## src/rtl/mac_result_divider_if.sv

```systemverilog
// Handshake and operand/result bundle for mac_result_divider.
// master: the block issuing divisions; slave: the divider itself.
interface mac_result_divider_if #(
    parameter int N_WIDTH = 16,
    parameter int D_WIDTH = 8
);
    logic               start;
    logic [N_WIDTH-1:0] dividend;
    logic [D_WIDTH-1:0] divisor;
    logic               busy;
    logic               done;
    logic [N_WIDTH-1:0] quotient;
    logic [D_WIDTH-1:0] remainder;
    logic               div_by_zero;

    modport master (
        output start, dividend, divisor,
        input  busy, done, quotient, remainder, div_by_zero
    );

    modport slave (
        input  start, dividend, divisor,
        output busy, done, quotient, remainder, div_by_zero
    );
endinterface

```

## src/rtl/mac_result_divider.sv

```systemverilog
// mac_result_divider: sequential restoring divider recovering Q = N / D and
// R = N % D from a multiply-add result word, one quotient bit per clock.
// Optional feature macro: DIV_ZERO_DETECT_EN -- when defined, a zero divisor
// finishes one edge after acceptance with the div_by_zero flag raised;
// otherwise a zero divisor runs the full iteration count and the flag stays 0.
module mac_result_divider #(
    parameter int N_WIDTH = 16,
    parameter int D_WIDTH = 8
) (
    input  logic                  clk,
    input  logic                  rst,
    mac_result_divider_if.slave   bus
);

    localparam int CNT_W = $clog2(N_WIDTH + 1);

    localparam logic [0:0] ST_IDLE = 1'b0;
    localparam logic [0:0] ST_RUN  = 1'b1;

`ifdef DIV_ZERO_DETECT_EN
    localparam logic DZ_EN = 1'b1;
`else
    localparam logic DZ_EN = 1'b0;
`endif

    // State and datapath registers
    logic [0:0]         state_q,  state_d;
    logic [N_WIDTH-1:0] dvd_q,    dvd_d;     // dividend shift register
    logic [D_WIDTH-1:0] dvs_q,    dvs_d;     // divisor holding register
    logic [D_WIDTH:0]   p_q,      p_d;       // partial remainder
    logic [N_WIDTH-1:0] q_q,      q_d;       // quotient accumulator
    logic [CNT_W-1:0]   cnt_q,    cnt_d;     // iteration counter
    logic               busy_q,   busy_d;
    logic               done_q,   done_d;
    logic [N_WIDTH-1:0] quot_q,   quot_d;
    logic [D_WIDTH-1:0] rem_q,    rem_d;
    logic               dbz_q,    dbz_d;

    // Single restoring step
    logic [D_WIDTH+1:0] p_shift_s;
    logic [D_WIDTH:0]   p_sub_s;
    logic [D_WIDTH:0]   p_next_s;
    logic               qbit_s;
    logic               last_s;
    logic               zero_div_s;

    // Compute one restoring iteration from the current partial remainder
    always_comb begin
        p_shift_s = {p_q, dvd_q[N_WIDTH-1]};
        p_sub_s   = p_shift_s[D_WIDTH:0] - {1'b0, dvs_q};
        if (p_shift_s >= {2'b00, dvs_q}) begin
            qbit_s   = 1'b1;
            p_next_s = p_sub_s;
        end else begin
            qbit_s   = 1'b0;
            p_next_s = p_shift_s[D_WIDTH:0];
        end
        last_s     = (cnt_q == CNT_W'(N_WIDTH - 1));
        zero_div_s = DZ_EN && (dvs_q == {D_WIDTH{1'b0}});
    end

    // Next-state logic for the IDLE/RUN controller and datapath
    always_comb begin
        state_d = state_q;
        dvd_d   = dvd_q;
        dvs_d   = dvs_q;
        p_d     = p_q;
        q_d     = q_q;
        cnt_d   = cnt_q;
        busy_d  = busy_q;
        done_d  = 1'b0;
        quot_d  = quot_q;
        rem_d   = rem_q;
        dbz_d   = dbz_q;
        case (state_q)
            ST_IDLE: begin
                if (bus.start) begin
                    state_d = ST_RUN;
                    dvd_d   = bus.dividend;
                    dvs_d   = bus.divisor;
                    p_d     = {(D_WIDTH+1){1'b0}};
                    q_d     = {N_WIDTH{1'b0}};
                    cnt_d   = {CNT_W{1'b0}};
                    busy_d  = 1'b1;
                    dbz_d   = 1'b0;
                end else begin
                    state_d = ST_IDLE;
                    busy_d  = 1'b0;
                end
            end
            ST_RUN: begin
                if (zero_div_s) begin
                    // Zero divisor short-circuits to the result the full
                    // iteration would have produced.
                    state_d = ST_IDLE;
                    busy_d  = 1'b0;
                    done_d  = 1'b1;
                    quot_d  = {N_WIDTH{1'b1}};
                    rem_d   = dvd_q[D_WIDTH-1:0];
                    dbz_d   = 1'b1;
                end else begin
                    dvd_d = {dvd_q[N_WIDTH-2:0], 1'b0};
                    p_d   = p_next_s;
                    q_d   = {q_q[N_WIDTH-2:0], qbit_s};
                    cnt_d = cnt_q + {{(CNT_W-1){1'b0}}, 1'b1};
                    if (last_s) begin
                        state_d = ST_IDLE;
                        busy_d  = 1'b0;
                        done_d  = 1'b1;
                        quot_d  = {q_q[N_WIDTH-2:0], qbit_s};
                        rem_d   = p_next_s[D_WIDTH-1:0];
                    end else begin
                        state_d = ST_RUN;
                    end
                end
            end
            default: begin
                state_d = ST_IDLE;
                busy_d  = 1'b0;
            end
        endcase
    end

    // State registers with asynchronous active-high reset
    always_ff @(posedge clk or posedge rst) begin
        if (rst) begin
            state_q <= ST_IDLE;
            dvd_q   <= {N_WIDTH{1'b0}};
            dvs_q   <= {D_WIDTH{1'b0}};
            p_q     <= {(D_WIDTH+1){1'b0}};
            q_q     <= {N_WIDTH{1'b0}};
            cnt_q   <= {CNT_W{1'b0}};
            busy_q  <= 1'b0;
            done_q  <= 1'b0;
            quot_q  <= {N_WIDTH{1'b0}};
            rem_q   <= {D_WIDTH{1'b0}};
            dbz_q   <= 1'b0;
        end else begin
            state_q <= state_d;
            dvd_q   <= dvd_d;
            dvs_q   <= dvs_d;
            p_q     <= p_d;
            q_q     <= q_d;
            cnt_q   <= cnt_d;
            busy_q  <= busy_d;
            done_q  <= done_d;
            quot_q  <= quot_d;
            rem_q   <= rem_d;
            dbz_q   <= dbz_d;
        end
    end

    assign bus.busy        = busy_q;
    assign bus.done        = done_q;
    assign bus.quotient    = quot_q;
    assign bus.remainder   = rem_q;
    assign bus.div_by_zero = dbz_q;

endmodule

```

## src/flat_wrapper.sv

```systemverilog
// flat-port wrapper written by rule: the top's interface ports become plain ports
module mac_result_divider_flat 
#(
    parameter int N_WIDTH = 16,
    parameter int D_WIDTH = 8
)
  (clk, rst, bus_start, bus_dividend, bus_divisor, bus_busy, bus_done, bus_quotient, bus_remainder, bus_div_by_zero);
  mac_result_divider_if #(.N_WIDTH(N_WIDTH), .D_WIDTH(D_WIDTH)) bus_i ();
  input  logic clk;
  input  logic rst;
  input wire logic [$bits(bus_i.start)-1:0] bus_start;
  input wire logic [$bits(bus_i.dividend)-1:0] bus_dividend;
  input wire logic [$bits(bus_i.divisor)-1:0] bus_divisor;
  output wire logic [$bits(bus_i.busy)-1:0] bus_busy;
  output wire logic [$bits(bus_i.done)-1:0] bus_done;
  output wire logic [$bits(bus_i.quotient)-1:0] bus_quotient;
  output wire logic [$bits(bus_i.remainder)-1:0] bus_remainder;
  output wire logic [$bits(bus_i.div_by_zero)-1:0] bus_div_by_zero;
  assign bus_i.start = bus_start;
  assign bus_i.dividend = bus_dividend;
  assign bus_i.divisor = bus_divisor;
  assign bus_busy = bus_i.busy;
  assign bus_done = bus_i.done;
  assign bus_quotient = bus_i.quotient;
  assign bus_remainder = bus_i.remainder;
  assign bus_div_by_zero = bus_i.div_by_zero;
  mac_result_divider #(.N_WIDTH(N_WIDTH), .D_WIDTH(D_WIDTH)) u_core (.clk(clk), .rst(rst), .bus(bus_i));
endmodule
```

## config.mk

```make
export PLATFORM = sky130hd
export DESIGN_NAME = mac_result_divider_flat
export DESIGN_NICKNAME = d
export VERILOG_FILES = /design/src/rtl/mac_result_divider_if.sv /design/src/rtl/mac_result_divider.sv /design/src/flat_wrapper.sv
export SDC_FILE = /design/constraint.sdc
export NUM_CORES = 1
export LEC_CHECK = 0
export CORE_MARGIN = 2
export CORE_UTILIZATION = 38
export CTS_CLUSTER_DIAMETER = 40
export DETAILED_ROUTE_END_ITERATION = 6
export HOLD_SLACK_MARGIN = 0.06
export PLACE_DENSITY = 0.69
export SLEW_MARGIN = 20
export SYNTH_ARGS = -nofsm -noshare
export SYNTH_HDL_FRONTEND = slang
export SYNTH_SLANG_ARGS = --single-unit
```

## constraint.sdc

```tcl
create_clock -name clk -period 5.7 [get_ports clk]
set_clock_uncertainty 0.2 [all_clocks]
set_input_delay 0.855 -clock clk [delete_from_list [all_inputs] [get_ports clk]]
set_output_delay 0.855 -clock clk [all_outputs]
set_load 0.005 [all_outputs]
```

Word-level counts from Yosys, hierarchy flattened. Index checks and enable logic that the tools add are counted.

Flip-flop bits (word level): 81. Input bits: 27. Output and inout bits: 27. Word-level logic and storage cells: 40.

Add/sub/neg operators: 2. Order comparisons: 1. Equal/unequal tests: 3. Mux-type cells: 19. Bitwise gates (word level): 1. Reductions and logical operators: 3.

Operator list (count): 16-bit one-hot mux with 2 select lines (1); 15-bit one-hot mux with 2 select lines (1); 9-bit 2-to-1 mux (2); 9-bit one-hot mux with 2 select lines (1); 16-bit 2-to-1 mux (1); 15-bit 2-to-1 mux (1); 10-bit by 8-bit >= comparator with 1-bit output (1); 5-bit one-hot mux with 2 select lines (1); 9-bit by 8-bit subtractor with 9-bit output (1); 1-bit 2-to-1 mux (8); 2-bit AND reduction (3); 5-bit by 1-bit adder with 5-bit output (second input constant) (1); 5-bit by 4-bit equality test with 1-bit output (second input constant) (1); 5-bit 2-to-1 mux (1); 2-bit inequality test (second input constant) (2); 1-bit one-hot mux with 2 select lines (2); 1-bit inverter (1).

Depth between registers and ports, before layout. Gate-level depths: netlist of the first run.

Depth in word-level cells: 3. Mapped depth: 9. Depth with buffers taken out: 9.

Worst setup path after synthesis of the first run. OpenSTA, ideal clock, no wires.

Path kind: reg-to-reg. Start point: register u_core.dvd_q[15]. End point: register u_core.rem_q[2], in the netlist u_core.bus.remainder[2]. Arrival time: 2.489 ns. Data required time: 5.375 ns. Slack: 2.886 ns. Stages on the path, launching flop included: 10. Clock period less this slack: 2.814 ns. Cell sequence: dfrtp_1 > inv_1 > ha_1 > inv_1 > fa_1 > a211oi_4 > o21ai_2 > a2111o_1 > mux2_4 > mux2_4.

Cells in the longest elaborated chain, start to end: 2. Elaborated cells on any way between the ends: 3. Those cells by class: 1 x add/sub; 1 x order compare; 1 x mux.

Ends and longest elaborated chain: start: declaration (line mac_result_divider.sv:28) `logic [N_WIDTH-1:0] dvd_q, dvd_d;`; start signal: assignment (line mac_result_divider.sv:128) `dvd_q <= {N_WIDTH{1'b0}};`; start signal: assignment (line mac_result_divider.sv:140) `dvd_q <= dvd_d;`; 9-bit by 8-bit subtractor with 9-bit output or 10-bit by 8-bit >= comparator with 1-bit output (tied branches) (line mac_result_divider.sv:50, mac_result_divider.sv:51); 9-bit 2-to-1 mux (*) (line mac_result_divider.sv:51) `if (p_shift_s >= {2'b00, dvs_q}) begin`; end signal: assignment (line mac_result_divider.sv:136) `rem_q <= {D_WIDTH{1'b0}};`; end signal: assignment (line mac_result_divider.sv:148) `rem_q <= rem_d;`; end: declaration (line mac_result_divider.sv:36) `logic [D_WIDTH-1:0] rem_q, rem_d;`.

Mark *: on every way between the ends. The rest lies on a longest branch, timed or not. A chain may end at the register's enable or synchronous reset.

Worst setup path in the final report of the first run.
Start point: register u_core.state_q. End point: register u_core.rem_q[7], in the netlist u_core.bus.remainder[7].

Cells in the longest elaborated chain, start to end: 1.

Ends and longest elaborated chain: start: declaration (line mac_result_divider.sv:27) `logic [0:0] state_q, state_d;`; start signal: assignment (line mac_result_divider.sv:139) `state_q <= state_d;`; 2-bit AND reduction (no source line).

Every way passes these cells.

==> flow_summary.toml, run 1 <==
[placement]
port-buffer-count = 52
post-dp-hpwl_mm = 5.41
placed_cells_incl_taps = 560
globalplace.congestion = 0.874
placed_standard_cell_area_um2 = 4350

[synth]
post_synth.cell_area_avg_um2 = 9.41
yosys_reg_bits = 80
yosys.area_share.adder_pct = 3.87
largest_family_of_logic_cells_by_synthesized_area = "simple AND/OR/NAND/NOR gates"
synth.distinct_cells = 46
synth-seq-area-share_pct = 53.3
postSynth.topFlopCell = "dfrtp_1"
synthArstFlopShare_pct = 100
synth_enable_flop_cells = 0
netlist_area_um2 = 3750
ys.warnings.count = 0
synth_compound_area_share_pct = 14.8
yosys-mux-area-fraction_pct = 6.73
synthCells = 399
synthXorXnorAreaFrac_pct = 1.17
synthesis.nets = 437
post_synth_and_or_nand_nor_area_fraction_pct = 15.8

[global_routing]
grt-ovfl-total = 0
met1_usage_pct = 22.7
use_met3_pct = 2.55
grt_first_pass_wirelength_mm = 13.6
grt-busiest-layer = "met2"
grt.met2_usage_pct = 26.0
grt.total_usage_pct = 16.5
grt_start_max_net_pins = 61
grt_antenna_before_repair = 0
grt_pass1_vias = 2814

[route]
drc = 0
first_iter_violations = 153
vias = 2867
viasPerCell = 4.98
detail_route.first_pass.iterations = 4
drtAntennaViolNets = 0
wire_per_inst_um = 13.9
totalWireLength_mm = 8.00

[cts]
cts_max_path_buffers = 2
post_cts_setup_buffers = 0
cts.reportedPaths.clkPinSlew_ps = 90
clkSinkCount = 80
cts_hold_bufs = 0
htreeDepth = 3
ctsResizeCount = 0
clock_latency_ps = 360
root_buffer = "clkbuf_8"
total_cts_buffers = 9
tritoncts_clock_tree = "built"

[timing]
unrepaired_setup_endpoints_after_global_routing = "no"
fin_crit_sh_pct = 56.9
setup_violations = 0
finalHoldViolCount = 0
slew_violations = 0
slew-limit-headroom_pct = 37.2
slew_at_the_pin_closest_to_its_max_slew_limit_ps = 941
totalNegativeSetupSlack_ps = 0
maxClockFrequency_ghz = 0.308
final_period_minus_worst_setup_slack_ps = 3240

[final_layout]
finalNetCount = 476
final_antenna_diode_count = 0
post-route-util_pct = 47.5
post-route-cell-area_um2 = 4600
layout-drive-gt1-share_pct = 6.09
final-instance-count-excl-fill = 576
syn2layout_area_growth_pct = 22.5

[setup_path]
rr_startpoint = "u_core.state_q$_DFF_PP0_"
worstRegToRegCells = 5
worst_path_most_repeated_cell = "nand2_1"
setup.worst_path.end = "u_core.bus.remainder[7]$_DFFE_PP0P_"
regToRegSetupSlack_ps = 2460
cpPeakStageDelay_ps = 970
timing.critical_path.from_type = "flip-flop"
critical_path.reg2reg.endpoint = "u_core.bus.remainder[7]$_DFFE_PP0P_"
cpMaxStageDelayCell = "dfrtp_2"
setup.worst_path.start = "u_core.state_q$_DFF_PP0_"
critical_path_data_arrival_time_ps = 3280
cp_data_required_time_ps = 5740
timing.critical_path.fanout_max = 60
critical_path.cell_chain = "nand2_1, inv_1, nand2_1, a2bb2oi_1, o31ai_1"
criticalPathCategory = "flip-flop to flip-flop"
critical_path_endpoint_category = "flip-flop"

[power_and_ir_drop]
power.share.sequential_pct = 36.5
power_frac_clock_pct = 17.7
switching_share_pct = 39.5
leakage_nw = 2.06
ir_drop_v = 0.000235
power.combinational.fraction_pct = 45.7
p_int_w = 0.00178
p_per_area_nw_per_um2 = 638
total_power_w = 0.00294
power.switching_w = 0.00116

[run]
drv.max_cap_violation_count = 0

[floorplanning]
die_y_um = 103
row_count = 36
width_of_the_die_um = 103
design.portCount = 54
core_area_um2 = 9680
floorplan.initialDensity_pct = 38.8
floorplan.die_area_um2 = 10700

[outcome]
run_status = "finished, final reports clean"

[min_path]
worst_hold_path_type = "flip-flop to flip-flop"
power by group through the flow:
| stage | Sequential, W | Combinational (W) | Clock [W] |
|---|---|---|---|
| floorplan | 0.000986 | 0.000986 | 0 |
| global placement | 0.00108 | 0.00130 | 0 |
| detailed placement | 0.00108 | 0.00134 | 0 |
| CTS | 0.00107 | 0.00135 | 0.000529 |
| global route | 0.00111 | 0.00153 | 0.000556 |
| finish | 0.00107 | 0.00134 | 0.000521 |
Yosys cell counts, types with 2 or more instances:
| cell type | n | area share, % |
|---|---|---|
| a21o_1 | 2 | 0.40 |
| mux2_2 | 2 | 0.60 |
| nor2b_1 | 2 | 0.33 |
| dfrtp_1 | 80 | 53 |
| inv_1 | 16 | 1.6 |
| o22ai_1 | 6 | 1.0 |
| o21ai_0 | 53 | 7.1 |
| a31oi_1 | 5 | 0.83 |
| mux2i_1 | 20 | 5.3 |
| clkbuf_1 | 20 | 2.0 |
| o21ai_1 | 3 | 0.40 |
| nor3_1 | 2 | 0.27 |
| a21oi_1 | 7 | 0.93 |
| nand2_1 | 118 | 12 |
| and3_1 | 2 | 0.33 |
| buf_1 | 4 | 0.40 |
| nor3b_1 | 4 | 0.80 |
| mux2_4 | 2 | 0.80 |
| xor2_1 | 4 | 0.93 |
| ha_1 | 10 | 3.3 |
| nor2_1 | 12 | 1.2 |
worst min path at each step:
stage / from / to / cells past startpoint
2_1_floorplan: u_core.q_q[14]$_DFFE_PP0P_ / u_core.bus.quotient[15]$_DFFE_PP0P_ / 2
3_3_place_gp: u_core.dvd_q[0]$_DFFE_PP0P_ / u_core.dvd_q[1]$_DFFE_PP0P_ / 2
3_5_place_dp: u_core.dvd_q[0]$_DFFE_PP0P_ / u_core.dvd_q[1]$_DFFE_PP0P_ / 2
4_1_cts: u_core.bus.quotient[15]$_DFFE_PP0P_ / u_core.bus.quotient[15]$_DFFE_PP0P_ / 2
5_1_grt: u_core.dvd_q[12]$_DFFE_PP0P_ / u_core.dvd_q[13]$_DFFE_PP0P_ / 2
6_report: u_core.dvd_q[12]$_DFFE_PP0P_ / u_core.dvd_q[13]$_DFFE_PP0P_ / 2
routing by layer:
layer  vias up  wire [um]
met2        57       3810
met3        12        266
li1       1427          -
met4         0        173
met1      1371       3750
met5         -          0
cell families after synthesis:
kind of cell,count (synthesis)
flip-flops,80
adder cells (fa/ha/maj),11
other,1
XOR/XNOR,5
multiplexers,24
AO/OA/AOI/OAI,91
AND/OR/NAND/NOR,146
buffers and inverters,41
registers in the layout, summed over array words and instances, names as in the netlist:
signal / count
u_core.p_q: 9
u_core.q_q: 15
u_core.bus.remainder: 8
u_core.dvs_q: 8
u_core.bus.quotient: 16
u_core.cnt_q: 5
u_core.bus.done: 1
u_core.state_q: 1
u_core.bus.busy: 1
u_core.dvd_q: 16
area by class of cell:
cell class                 count  area (um2)
tap                          133         166
clock buffer                   9         124
timing repair buffer          53         523
inverter                      16        61.3
clock inverter                 7         128
multi-input combinational    278        1600
fill                         889        5080
sequential                    80        2000
stage by stage:
stage | hold WS (ps) | setup WS, ps
6_report | 277 | 2460
4_1_cts | 287 | 2380
2_1_floorplan | 240 | 2590
3_5_place_dp | 266 | 2410
3_3_place_gp | 262 | 2550
5_1_grt | 301 | 2020
critical path: cells and delay by family, from the launching register on:
kind | cells | cell delay (ps)
flip-flops | 1 | 970
AND/OR/NAND/NOR | 2 | 900
buffers and inverters | 1 | 780
AO/OA/AOI/OAI | 2 | 260
cell usage in the layout, fill, tap and decap left out, types with 2 or more instances in the layout:
| cell type | count |
|---|---|
| nor2_1 | 12 |
| nor3b_1 | 4 |
| clkbuf_8 | 9 |
| o21ai_1 | 3 |
| clkinv_4 | 2 |
| nor3_1 | 2 |
| bufinv_16 | 3 |
| mux2_4 | 2 |
| xor2_1 | 4 |
| a21o_1 | 2 |
| o22ai_1 | 6 |
| o21ai_0 | 53 |
| and3_1 | 2 |
| a21oi_1 | 7 |
| nand2_1 | 118 |
| clkdlybuf4s50_1 | 51 |
| mux2_2 | 2 |
| nor2b_1 | 2 |
| a31oi_1 | 5 |
| dfrtp_1 | 79 |
| ha_1 | 10 |
| inv_1 | 15 |
| mux2i_1 | 20 |
No activity file was read; power rests on OpenSTA's default activity.
==> run 2: changes to the inputs <==
PLACE_DENSITY = 0.71   (was 0.69)
clock period = 2.86 ns   (was 5.7 ns; I/O delays follow)
==> run 2 against run 1 <==
  * Sequential power increased by 93%
  * Sequential share of layout area is 0.41 points lower
  * Clock power up 68%
  * Global-route usage shrank 0.94 points
  * Die area unchanged
  * Power is 96% higher
  * Register-to-register slack lost 2300 ps
  * Cell count is 1.6% higher
  * Maximum frequency grew 19%
  * Combinational power is 110% higher
  * First-iteration DRC count shrank 43%
  * Critical endpoint is now u_core.bus.remainder[2]$_DFFE_PP0P_
  * Highest routed layer unchanged
==> flow_summary.toml, run 2 (synthesis gave the netlist of run 1 again) <==
[global_routing]
grt-ovfl-total = 0
grt_start_max_net_pins = 43
grt_pass1_vias = 2755
grt_antenna_before_repair = 0
grt.total_usage_pct = 15.5
grt_first_pass_wirelength_mm = 13.0

[power_and_ir_drop]
p_per_area_nw_per_um2 = 1240
power_frac_clock_pct = 15.2
p_int_w = 0.00346
power.switching_w = 0.00228
ir_drop_v = 0.000417
leakage_nw = 2.09
power.share.sequential_pct = 36.1
power.combinational.fraction_pct = 48.7
switching_share_pct = 39.7

[timing]
finalHoldViolCount = 0
final_period_minus_worst_setup_slack_ps = 2720
fin_crit_sh_pct = 95.1
slew-limit-headroom_pct = 47.6
slew_violations = 0
unrepaired_setup_endpoints_after_global_routing = "no"
slew_at_the_pin_closest_to_its_max_slew_limit_ps = 785
totalNegativeSetupSlack_ps = 0
hold_slack_ps = 219
maxClockFrequency_ghz = 0.368
setup_violations = 0

[setup_path]
critPathBufInv = 2
critical_path_data_arrival_time_ps = 2760
timing.critical_path.fanout_max = 2
cp_data_required_time_ps = 2900
cpMaxStageDelayCell = "a2111o_1"
cpPeakStageDelay_ps = 450
criticalPathCategory = "flip-flop to flip-flop"
timing.critical_path.from_type = "flip-flop"
critical_path_endpoint_category = "flip-flop"
critical_path.cell_chain = "inv_1, ha_1, inv_1, fa_2, a211oi_4, o21ai_2, a2111o_1, mux2_4, mux2_4"
critical-path-top-delay-family = "compound AO/OA/AOI/OAI gates"

[cts]
tritoncts_clock_tree = "built"
clock_latency_ps = 350
cts_max_path_buffers = 2
clkSinkCount = 80
cts.reportedPaths.clkPinSlew_ps = 90
root_buffer = "clkbuf_8"
total_cts_buffers = 9
htreeDepth = 3
cts_hold_bufs = 0

[route]
wire_per_inst_um = 13.3
detail_route.first_pass.iterations = 4
first_iter_violations = 87
vias = 2849
totalWireLength_mm = 7.78
viasPerCell = 4.87
drtAntennaViolNets = 0
drc = 0

[final_layout]
final_antenna_diode_count = 0
fillerInstances = 922
final-instance-count-excl-fill = 585
post-route-util_pct = 48.0
syn2layout_area_growth_pct = 23.7
finalNetCount = 485
layout_common_cells = "nand2_1, dfrtp_1, o21ai_0"
commonest_non_fill_non_tap_cell_in_the_layout = "nand2_1"
post-route-cell-area_um2 = 4640
final-seq-area_um2 = 2000
multi_input_comb_area_um2 = 1600
layout-drive-gt1-share_pct = 8.19

[floorplanning]
die_y_um = 103
core_area_um2 = 9680
design.portCount = 54
row_count = 36
width_of_the_die_um = 103
floorplan.initialDensity_pct = 38.8
floorplan.die_area_um2 = 10700

[placement]
placed_cells_incl_taps = 569
globalplace.congestion = 0.817
placed_standard_cell_area_um2 = 4430
port-buffer-count = 52
post-dp-hpwl_mm = 5.36

[min_path]
worst_hold_path_type = "input port to async pin"

[outcome]
run_status = "finished, final reports clean"

[run]
drv.max_cap_violation_count = 0
[run 2: cell types whose count changed in the layout (fill, tap and decap cells not counted)]
cell        change
buf_12          +1
fa_2            +1
fa_1            -1
buf_4           +8
clkbuf_8        +1
clkinvlp_4      +1
bufinv_16       -2
[run 2: what timing repair did]
| action | CTS | global route |
|---|---|---|
| endpoints found under the setup margin | 0 | 6 |
| resized for setup | 0 | 1 |
| setup buffers | 0 | 0 |
[run 2: final cells by class]
cell class / instances / area share, %
Clock buffer: 10 / 2.96
Clock inverter: 6 / 1.62
Inverter: 16 / 1.32
Multi-Input combinational cell: 278 / 34.4
Sequential cell: 80 / 43.1
Tap cell: 133 / 3.58
Timing Repair Buffer: 62 / 13.0
[run 2: layer usage]
layer / up-vias / share of wire [%] / GRT usage (%)
met3: 6 / 4.4 / 4.44
met2: 61 / 49 / 25.5
li1: 1437 / - / -
met4: 0 / 0.95 / 4.25
met1: 1345 / 46 / 20.2
met5: - / 0 / 0
[run 2: worst paths after layout]
path	depth (start not counted)	slack, ps	end	startpoint
hold / removal	2	220	u_core.bus.quotient[4]$_DFFE_PP0P_	rst
hold reg to reg	2	280	u_core.bus.quotient[14]$_DFFE_PP0P_	u_core.bus.quotient[14]$_DFFE_PP0P_
setup reg to reg	9	140	u_core.bus.remainder[2]$_DFFE_PP0P_	u_core.dvd_q[15]$_DFFE_PP0P_
setup / recovery	9	140	u_core.bus.remainder[2]$_DFFE_PP0P_	u_core.dvd_q[15]$_DFFE_PP0P_
min in group clk	2	280	u_core.bus.quotient[14]$_DFFE_PP0P_	u_core.bus.quotient[14]$_DFFE_PP0P_
max in group asynchronous	3	1620	u_core.dvd_q[8]$_DFFE_PP0P_	rst
[run 2: power groups by stage]
| stage | Combinational [W] | Sequential (W) | Clock, W |
|---|---|---|---|
| 2_1_floorplan | 0.00196 | 0.00197 | 0 |
| 3_3_place_gp | 0.00269 | 0.00208 | 0 |
| 3_5_place_dp | 0.00279 | 0.00210 | 0 |
| 4_1_cts | 0.00280 | 0.00208 | 0.000902 |
| 5_1_grt | 0.00317 | 0.00215 | 0.000956 |
| 6_report | 0.00279 | 0.00207 | 0.000873 |
[run 2: metrics by stage]
step	power, W	setup WS, ps
5_1_grt	0.00627	11.9
6_report	0.00574	140
3_3_place_gp	0.00477	122
2_1_floorplan	0.00393	46.0
3_5_place_dp	0.00489	48.4
4_1_cts	0.00578	44.6
==> run 3: changes to the inputs <==
SKIP_LAST_GASP = 1   (was not set)
==> results of run 3 <==
Same layout as run 2: the final DEF is identical, and so are final timing and power.
